$ cat config.mk
export PLATFORM = sky130hd
export DESIGN_NAME = ssd1306_cmd_ctrl
export DESIGN_NICKNAME = d
export VERILOG_FILES = /design/src/rtl/ssd1306_cmd_ctrl_pkg.sv /design/src/rtl/ssd1306_cmd_ctrl_addr_gen.sv /design/src/rtl/ssd1306_cmd_ctrl.sv
export SDC_FILE = /design/constraint.sdc
export NUM_CORES = 1
export LEC_CHECK = 0
export CORE_ASPECT_RATIO = 1.5
export CORE_MARGIN = 4
export CORE_UTILIZATION = 48
export DETAILED_ROUTE_END_ITERATION = 16
export PLACE_DENSITY = 0.69
export SYNTH_ARGS = -nofsm -noshare
export SYNTH_HDL_FRONTEND = slang
export SYNTH_SLANG_ARGS = --single-unit
$ cat constraint.sdc
create_clock -name Clock -period 4.25 [get_ports Clock]
set_clock_uncertainty 0.2 [all_clocks]
set_input_delay 0.425 -clock Clock [delete_from_list [all_inputs] [get_ports Clock]]
set_output_delay 0.425 -clock Clock [all_outputs]
set_load 0.02 [all_outputs]
$ cat src/rtl/ssd1306_cmd_ctrl_pkg.sv
// Shared definitions for the SSD1306 command controller: opcode constants,
// addressing-mode encodings, command FSM state codes and the mode decoder.
package ssd1306_cmd_ctrl_pkg;

  typedef enum logic [1:0] {
    ST_IDLE = 2'd0,
    ST_ARG1 = 2'd1,
    ST_ARG2 = 2'd2
  } state_e;

  typedef enum logic [1:0] {
    MODE_HORIZ = 2'd0,
    MODE_VERT  = 2'd1,
    MODE_PAGE  = 2'd2
  } mode_e;

  // Multi-byte commands
  localparam logic [7:0] OP_SET_MODE   = 8'h20;
  localparam logic [7:0] OP_COL_RANGE  = 8'h21;
  localparam logic [7:0] OP_PAGE_RANGE = 8'h22;
  // Single-byte commands
  localparam logic [7:0] OP_DISP_OFF   = 8'hAE;
  localparam logic [7:0] OP_DISP_ON    = 8'hAF;
`ifdef SSD1306_INVERT_EN
  localparam logic [7:0] OP_INV_OFF    = 8'hA6;
  localparam logic [7:0] OP_INV_ON     = 8'hA7;
`endif
  // Nibble-carrying command families, matched on the upper bits
  localparam logic [3:0] OP_COL_LO_PFX = 4'h0;      // 0x00-0x0F
  localparam logic [4:0] OP_COL_HI_PFX = 5'b00010;  // 0x10-0x17
  localparam logic [3:0] OP_PAGE_PFX   = 4'hB;      // 0xB0-0xBF

  // Mode code 3 is reserved on the real part; behave as page mode.
  function automatic mode_e decode_mode(input logic [1:0] a);
    if (a == 2'd3) return MODE_PAGE;
    return mode_e'(a);
  endfunction

endpackage

$ cat src/rtl/ssd1306_cmd_ctrl_addr_gen.sv
// Column/page write pointer with window ranges and addressing modes.
// Latches the RAM address of the current pointer when a data byte is
// accepted, then advances the pointer on the same edge.
module ssd1306_cmd_ctrl_addr_gen
  import ssd1306_cmd_ctrl_pkg::*;
#(
  parameter int WIDTH  = 128,
  parameter int PAGES  = 12,
  parameter int ADDR_W = 11
) (
  input  logic              clk,
  input  logic              rst_n,
  input  logic              adv_i,          // data byte accepted
  input  logic              set_mode_i,     // arg_i[1:0] is the new mode
  input  logic              set_col_rng_i,  // start_i / arg_i are col start/end
  input  logic              set_page_rng_i, // start_i / arg_i are page start/end
  input  logic              set_col_lo_i,   // arg_i[3:0] -> col[3:0]
  input  logic              set_col_hi_i,   // arg_i[2:0] -> col[6:4]
  input  logic              set_page_i,     // arg_i[3:0] -> page
  input  logic [6:0]        start_i,
  input  logic [6:0]        arg_i,
  output logic [ADDR_W-1:0] ram_addr_o
);

  localparam int CW = $clog2(WIDTH);
  localparam int PW = $clog2(PAGES);

  logic [CW-1:0]     col_q, col_start_q, col_end_q;
  logic [PW-1:0]     page_q, page_start_q, page_end_q;
  mode_e             mode_q;
  logic [ADDR_W-1:0] ram_addr_q;

  logic       col_wrap, page_wrap;
  logic [6:0] col7;

  function automatic logic [CW-1:0] clamp_col(input logic [6:0] v);
    if (int'(v) > WIDTH - 1) return CW'(WIDTH - 1);
    return CW'(v);
  endfunction

  function automatic logic [PW-1:0] clamp_page(input logic [3:0] v);
    if (int'(v) > PAGES - 1) return PW'(PAGES - 1);
    return PW'(v);
  endfunction

  // A pointer wraps at the window end or at the physical edge, whichever first.
  assign col_wrap  = (col_q == col_end_q) || (col_q == CW'(WIDTH - 1));
  assign page_wrap = (page_q == page_end_q) || (page_q == PW'(PAGES - 1));
  assign col7      = 7'(col_q);

  // Pointer, window and mode state; data advance and commands never coincide.
  always_ff @(posedge clk or negedge rst_n) begin
    if (!rst_n) begin
      col_q        <= '0;
      col_start_q  <= '0;
      col_end_q    <= CW'(WIDTH - 1);
      page_q       <= '0;
      page_start_q <= '0;
      page_end_q   <= PW'(PAGES - 1);
      mode_q       <= MODE_PAGE;
      ram_addr_q   <= '0;
    end else if (adv_i) begin
      // Address uses the pointer before it moves.
      ram_addr_q <= ADDR_W'(page_q) * ADDR_W'(WIDTH) + ADDR_W'(col_q);
      case (mode_q)
        MODE_HORIZ: begin
          if (col_wrap) begin
            col_q  <= col_start_q;
            page_q <= page_wrap ? page_start_q : page_q + PW'(1);
          end else begin
            col_q <= col_q + CW'(1);
          end
        end
        MODE_VERT: begin
          if (page_wrap) begin
            page_q <= page_start_q;
            col_q  <= col_wrap ? col_start_q : col_q + CW'(1);
          end else begin
            page_q <= page_q + PW'(1);
          end
        end
        default: col_q <= col_wrap ? col_start_q : col_q + CW'(1);
      endcase
    end else begin
      if (set_mode_i) mode_q <= decode_mode(arg_i[1:0]);
      if (set_col_rng_i) begin
        col_start_q <= clamp_col(start_i);
        col_end_q   <= clamp_col(arg_i);
        col_q       <= clamp_col(start_i);
      end
      if (set_page_rng_i) begin
        page_start_q <= clamp_page(start_i[3:0]);
        page_end_q   <= clamp_page(arg_i[3:0]);
        page_q       <= clamp_page(start_i[3:0]);
      end
      if (set_col_lo_i) col_q  <= clamp_col({col7[6:4], arg_i[3:0]});
      if (set_col_hi_i) col_q  <= clamp_col({arg_i[2:0], col7[3:0]});
      if (set_page_i)   page_q <= clamp_page(arg_i[3:0]);
    end
  end

  assign ram_addr_o = ram_addr_q;

endmodule

$ cat src/rtl/ssd1306_cmd_ctrl.sv
// SSD1306-compatible command/address controller between an SPI byte receiver
// and the bitmap RAM. Command bytes (DC_i=0) run through a small argument FSM
// and update the pointer/flags; data bytes (DC_i=1) become one-cycle RAM writes.
// Optional feature macro: SSD1306_INVERT_EN enables 0xA6/0xA7 inverse video.
module ssd1306_cmd_ctrl
  import ssd1306_cmd_ctrl_pkg::*;
#(
  parameter int WIDTH  = 128,
  parameter int HEIGHT = 96,
  parameter int ADDR_W = $clog2(WIDTH * HEIGHT / 8)
) (
  input  logic              Clock,
  input  logic              Reset,
  input  logic              CS_i,
  input  logic              DC_i,
  input  logic [7:0]        Byte_i,
  input  logic              ByteValid_i,
  output logic [ADDR_W-1:0] RamAddr_o,
  output logic [7:0]        RamData_o,
  output logic              RamWrite_o,
  output logic              DisplayOn_o,
  output logic              Invert_o
);

  localparam int PAGES = HEIGHT / 8;

  state_e     state_q;
  logic [7:0] opc_q;
  logic [6:0] arg1_q;
  logic       disp_q;
  logic       wr_q;
  logic [7:0] data_q;

  logic acc, is_cmd, is_data, in_idle;
  logic set_mode, set_col_rng, set_page_rng, set_col_lo, set_col_hi, set_page;

  assign acc     = ByteValid_i & ~CS_i;
  assign is_cmd  = acc & ~DC_i;
  assign is_data = acc & DC_i;
  assign in_idle = (state_q == ST_IDLE);

  assign set_mode     = is_cmd & (state_q == ST_ARG1) & (opc_q == OP_SET_MODE);
  assign set_col_rng  = is_cmd & (state_q == ST_ARG2) & (opc_q == OP_COL_RANGE);
  assign set_page_rng = is_cmd & (state_q == ST_ARG2) & (opc_q == OP_PAGE_RANGE);
  assign set_col_lo   = is_cmd & in_idle & (Byte_i[7:4] == OP_COL_LO_PFX);
  assign set_col_hi   = is_cmd & in_idle & (Byte_i[7:3] == OP_COL_HI_PFX);
  assign set_page     = is_cmd & in_idle & (Byte_i[7:4] == OP_PAGE_PFX);

`ifdef SSD1306_INVERT_EN
  logic inv_q;
`endif

  // Command FSM, display flags and the registered write strobe/data.
  always_ff @(posedge Clock or negedge Reset) begin
    if (!Reset) begin
      state_q <= ST_IDLE;
      opc_q   <= '0;
      arg1_q  <= '0;
      disp_q  <= 1'b0;
      wr_q    <= 1'b0;
      data_q  <= '0;
`ifdef SSD1306_INVERT_EN
      inv_q   <= 1'b0;
`endif
    end else begin
      wr_q <= is_data;
      if (is_data) data_q <= Byte_i;
      // Deselect or a data byte drops any half-received command.
      if (CS_i || is_data) begin
        state_q <= ST_IDLE;
      end else if (is_cmd) begin
        case (state_q)
          ST_IDLE: begin
            if (Byte_i inside {OP_SET_MODE, OP_COL_RANGE, OP_PAGE_RANGE}) begin
              opc_q   <= Byte_i;
              state_q <= ST_ARG1;
            end
            if (Byte_i == OP_DISP_ON)  disp_q <= 1'b1;
            if (Byte_i == OP_DISP_OFF) disp_q <= 1'b0;
`ifdef SSD1306_INVERT_EN
            if (Byte_i == OP_INV_ON)   inv_q  <= 1'b1;
            if (Byte_i == OP_INV_OFF)  inv_q  <= 1'b0;
`endif
          end
          ST_ARG1: begin
            arg1_q  <= Byte_i[6:0];
            state_q <= (opc_q == OP_SET_MODE) ? ST_IDLE : ST_ARG2;
          end
          default: state_q <= ST_IDLE;
        endcase
      end
    end
  end

  ssd1306_cmd_ctrl_addr_gen #(
    .WIDTH  (WIDTH),
    .PAGES  (PAGES),
    .ADDR_W (ADDR_W)
  ) u_addr_gen (
    .clk            (Clock),
    .rst_n          (Reset),
    .adv_i          (is_data),
    .set_mode_i     (set_mode),
    .set_col_rng_i  (set_col_rng),
    .set_page_rng_i (set_page_rng),
    .set_col_lo_i   (set_col_lo),
    .set_col_hi_i   (set_col_hi),
    .set_page_i     (set_page),
    .start_i        (arg1_q),
    .arg_i          (Byte_i[6:0]),
    .ram_addr_o     (RamAddr_o)
  );

  assign RamData_o   = data_q;
  assign RamWrite_o  = wr_q;
  assign DisplayOn_o = disp_q;
`ifdef SSD1306_INVERT_EN
  assign Invert_o    = inv_q;
`else
  assign Invert_o    = 1'b0;
`endif

endmodule

# Word-level counts from Yosys, hierarchy flattened
# Cells that the tools add are included.
# classes
magnitude_cmp	2
n_reduce_logical	22
addsub	3
n_bitwise	16
eq_ne	24
muxes	38
# ops
operator	count
$mux 7	7
$eq 8x6->1 const B	6
$mux 4	10
$eq 8x8->1 const B	2
$mux 1	13
$and 1x1->1	12
$mux 2	6
$reduce_and 3->1	4
$reduce_bool 3->1	4
$add 11x7->11	1
$ne 3x2->1 const B	3
$eq 4x4->1 const B	2
$gt 4x4->1 const B	2
$pmux 4 s2	1
$reduce_and 2->1	4
$reduce_and 4->1	2
$add 7x1->7 const B	1
$eq 7x7->1	1
$eq 7x7->1 const B	1
$ne 3x1->1 const B	2
$eq 5x2->1 const B	1
$add 4x1->4 const B	1
$eq 2x1->1 const B	2
$eq 2x2->1 const B	2
8 further kinds	15
# totals
elab_cells	120
in_bits	13
ff_bits	73

# Depth between registers and ports, before layout
# logic_depth
word_depth	11
mapped_depth	8
ltp_nobuf	7

# Modules after synthesis
# A second synthesis with hierarchy kept.
# unflattened
cells_unflattened	309
hier_area_um2	3632.2
# modules_own_cells
module	area_per_inst_um2	cells_each	n_inst	seq_area_each_um2
ssd1306_cmd_ctrl_addr_gen	2517.4	226	1	1164.9
ssd1306_cmd_ctrl	1114.8	83	1	675.6

# Worst setup path after synthesis
# Ideal clock, no wire load.
# synth_path
kind	register to register
from	reg u_addr_gen.col_q[0] (netlist: u_addr_gen.col7[0])
to	reg u_addr_gen.col_q[3] (netlist: u_addr_gen.col7[3])
setup_ps	125
slack_ps	2168
path_buffers	1
arrival_time_ps	1757
required_ps	3925
stages_incl_launch_ff	9
synth_period_minus_slack_ps	2082
path_cell_list	dfrtp_1 ha_1 and3_1 nand4_1 o21ai_1 buf_2 mux2i_1 o21ai_0 mux2_2
# synth_via
elab_chain_cells	6
word_cells_on_any_way	8
# synth_rtl
element	line	rtl
start, declared	ssd1306_cmd_ctrl_addr_gen.sv:28	logic [CW-1:0] col_q, col_start_q, col_end_q;
start signal, assigned	ssd1306_cmd_ctrl_addr_gen.sv:68	col_q <= col_start_q;
start signal, assigned	ssd1306_cmd_ctrl_addr_gen.sv:71	col_q <= col_q + CW'(1);
start signal, assigned	ssd1306_cmd_ctrl_addr_gen.sv:77	col_q <= col_wrap ? col_start_q : col_q + CW'(1);
branches (longest 2 deep; another with $add 7x1->7)	-	
$mux 7 (*)	ssd1306_cmd_ctrl_addr_gen.sv:67, ssd1306_cmd_ctrl_addr_gen.sv:77, ssd1306_cmd_ctrl_addr_gen.sv:82	
$mux 7	ssd1306_cmd_ctrl_addr_gen.sv:75	if (page_wrap) begin
$mux 7 (*)	-	
$mux 7 (*)	ssd1306_cmd_ctrl_addr_gen.sv:62	end else if (adv_i) begin
# Mark *: on every way between the ends. The select of a mux whose other input is x is not followed.
# A chain may end at the register's enable or synchronous reset.

# Final worst setup path
# layout_path
from	reg u_addr_gen.col_q[6] (netlist: u_addr_gen.col7[6])
to	reg u_addr_gen.page_q[1]
# layout_via
elab_chain_cells	4
word_cells_on_any_way	5
# layout_rtl
element	line	rtl
$eq 7x7->1	ssd1306_cmd_ctrl_addr_gen.sv:47	assign col_wrap = (col_q == col_end_q) || (col_q == CW'(WIDTH - 1));
$logic_or 1x1->1 (*)	ssd1306_cmd_ctrl_addr_gen.sv:47	
$ne 3x2->1 (no line) (*)	-	
$reduce_and 3->1 (no line) (*)	-	
end signal, assigned	ssd1306_cmd_ctrl_addr_gen.sv:69	page_q <= page_wrap ? page_start_q : page_q + PW'(1);
end signal, assigned	ssd1306_cmd_ctrl_addr_gen.sv:76	page_q <= page_start_q;
end signal, assigned	ssd1306_cmd_ctrl_addr_gen.sv:79	page_q <= page_q + PW'(1);
end, declared	ssd1306_cmd_ctrl_addr_gen.sv:29	logic [PW-1:0] page_q, page_start_q, page_end_q;
# Every way passes the cells marked *; elsewhere a longest branch is shown, timed or not.

==> key figures <==
Layout
  – Final instance area: 4250 um^2
  – Synthesis-to-finish area growth: 15.78%
  – Most common cell after layout, fill and taps aside: nand2_1
  – Most frequent cells in the layout: 70 x nand2_1, 62 x dfrtp_1, 32 x clkdlybuf4s50_1
  – Layout cells sized above 1: 0.1688
  – Nets: 402
  – Total inserted antenna cells: 0
  – Fill cells: 691
  – Final design utilization: 0.5805

STA
  – Max frequency: 366.0 MHz
  – Fin. Hold Viols: 0
  – Fin. max-slew vios: 0
  – Worst Setup Slack, final: 1518 ps
  – Setup_tns: 0 ps
  – Final Setup Violations: 0
  – Unrepaired setup endpoints after global routing: no
  – Tightest Pin Transition: 1009 ps
  – Final period util: 0.6429
  – Fin crit period: about 2700 ps
  – Worst slew margin: 0.3230

GRT
  – Met1 usage: 0.2522
  – Met3 Track Usage GR: 0.03448
  – First-pass GRT wire length: 13900 um
  – Gr usage total: 0.1972
  – Antenna violations before repair: 0
  – Vias in the first global route: 2790
  – GRT Residual Overflow: 0
  – GRT busiest layer: met2
  – GR Util met2: 0.3279
  – Pin count of the biggest net entering global routing: 38

Drt
  – Routed Antenna Nets: 0
  – TritonRoute pass-1 iters: 4
  – Vias: 2754
  – Routed wire length: 8100 um
  – DRC violations left: 0
  – Vias per Instance: 5.609
  – Initial DRC Count: 230
  – Routed len/inst: between 15 and 20 um

Synthesis
  – Top cells by area, synth: dfrtp_1 42%, dfstp_2 7.9%, mux2_2 7.4%
  – Synth area leader: dfrtp_1
  – Yosys cell types: 63
  – EDFF count, synth: 0
  – Post-synthesis cell area: 3671 um^2
  – Post-synthesis sequential area ratio: 0.5014
  – YS warnings: 0
  – Mapped Avg Cell Area: ~10 um^2
  – Top_reg_cell synth: dfrtp_1
  – Seq cells post-synth: 73
  – Post-Synthesis Cells: 359
  – Syn Nets: 374
  – Post-synth top area share: 0.4226
  – Async SR Flop Fraction: 1.000

Power
  – VDD IR max: 242.6 uV
  – Tot Pwr: around 1.7 mW
  – PwrDens: 401.1 nW/um^2
  – Leak: 1.908 nW

Setup path
  – CP max stage delay: 800 ps
  – Critical-path cell list: xnor2_1 > nand3_1 > o21ai_1 > o21ai_1 > nand3_2 > mux2_1
  – Crit Path Max Fanout: 12
  – Startpoint types: flop
  – CP max stage cell: o21ai_1
  – CP bufs+invs: 0
  – CP required: 4280 ps
  – Critical path origin: u_addr_gen.col7[6]
  – Most frequent cell on the critical path: o21ai_1
  – CP Data Arrival Time: 2760 ps
  – CP Capture Type: flop
  – Delay-heaviest family, CP: compound AO/OA/AOI/OAI gates
  – Kind of critical path: flop to flop
  – R2R Path Start: u_addr_gen.col7[6]

Floorplan
  – Vert. Die Dim: 115.1 um
  – Core ar.: 7322 um^2
  – Num ports: 35
  – Die X: around 80 um
  – Starting density of the core: 0.5014
  – Row cnt: 38
  – Die area: 9140 um^2

Clock network
  – Clock Path Buffers: 2
  – CTS Sinks: 73
  – Root buffer cell: clkbuf_8
  – Skew-Pair Late Insertion Delay: 350 ps
  – Total CTS buffers: 9
  – CTS clock-pin slew for the worst setup and hold paths: 80 ps
  – PostCTS Resize Cnt: 0
  – H-Tree Depth: 3
  – CTS tree: done

Status
  – Status: completed

Placed design
  – Hpwl dp: 5895 um
  – RePlAce Congestion: 0.8325
  – Dpl cell area: 4054 um^2
  – Dpl ws: 1170 ps
  – I/O Buffers: 33

Job
  – Max-cap viol count: 0

Hold path
  – Hold Startpoint: opc_q[5]
  – HP Class: flop to flop
[timing repair]
item | in CTS | in global routing
buffers inserted | 0 | 0
endpoints found under the hold margin | 29 | 0
hold buffers | 1 | 0
[registers in the layout (all words and copies together) (netlist names), 7 cells and up]
name                    cells
RamData_o                   8
arg1_q                      7
opc_q                       8
u_addr_gen.col7             7
u_addr_gen.col_end_q        7
u_addr_gen.col_start_q      7
u_addr_gen.ram_addr_o      11
[per-stage QoR]
stage	hold WS [ps]	std cells
floorplan	-70.59	359
detailed placement	255.0	475
global placement	243.1	475
global route	302.1	491
CTS	276.9	491
finish	270.4	491
[worst paths after layout]
path                                             to  slack [ps]  cells past startpoint
max in group asynchronous  u_addr_gen.page_end_q[3]        2330                      3
min reg2reg                                opc_q[5]         270                      1
max                            u_addr_gen.page_q[1]        1520                      6
min                                        opc_q[5]         270                      1
max reg2reg                    u_addr_gen.page_q[1]        1520                      6
min in group asynchronous  u_addr_gen.ram_addr_o[1]         510                      2
[power breakdown]
part	leakage [nW]	internal, mW	switching [mW]	total, mW
clock	0.0989	0.281	0.251	0.533
combinational	0.862	0.160	0.202	0.362
sequential	0.947	0.747	0.0626	0.810
[metal layers]
| layer | wire (um) | part of all wire | vias up |
|---|---|---|---|
| li1 | - | - | 1327 |
| met1 | 3464 | 0.43 | 1352 |
| met2 | 4148 | 0.51 | 59 |
| met3 | 291 | 0.036 | 16 |
| met4 | 195 | 0.024 | 0 |
| met5 | 0 | 0 | - |
[cell families after synthesis]
logic type / synth area share
AOI/OAI and AO/OA: 0.1196
xor gates and xnor gates: 0.03749
adders and majority gates: 0.006816
buffers and inverters: 0.02965
DFF: 0.5014
muxes: 0.1046
other: 0.001022
and+or+nand+nor: 0.1994
[cells in the mapped netlist, types with 4 or more instances]
cell      count
a21oi_1      13
a31oi_1       8
and2_1        6
and3_1        4
clkbuf_1     14
dfrtp_1      62
dfstp_2      11
inv_1         4
mux2_2       24
mux2i_1       8
nand2_1      70
nand2b_1      7
nand3_1      10
nand4_1       6
nor2_1       13
nor3_1        7
o21ai_0      13
o21ai_1       8
o31ai_1       4
xnor2_1      11
[cell type report]
class,instances,area [um^2],area share
multi-input cells,261,1722,0.4051
flip-flops and latches,73,1841,0.4330
clock buffers,11,141.4,0.03326
repair buffers,37,357.8,0.08419
well taps,100,125.1,0.02944
clock inverters,4,45.04,0.01060
inverters,5,18.77,0.004416
Power figures use the tool's default switching activity.
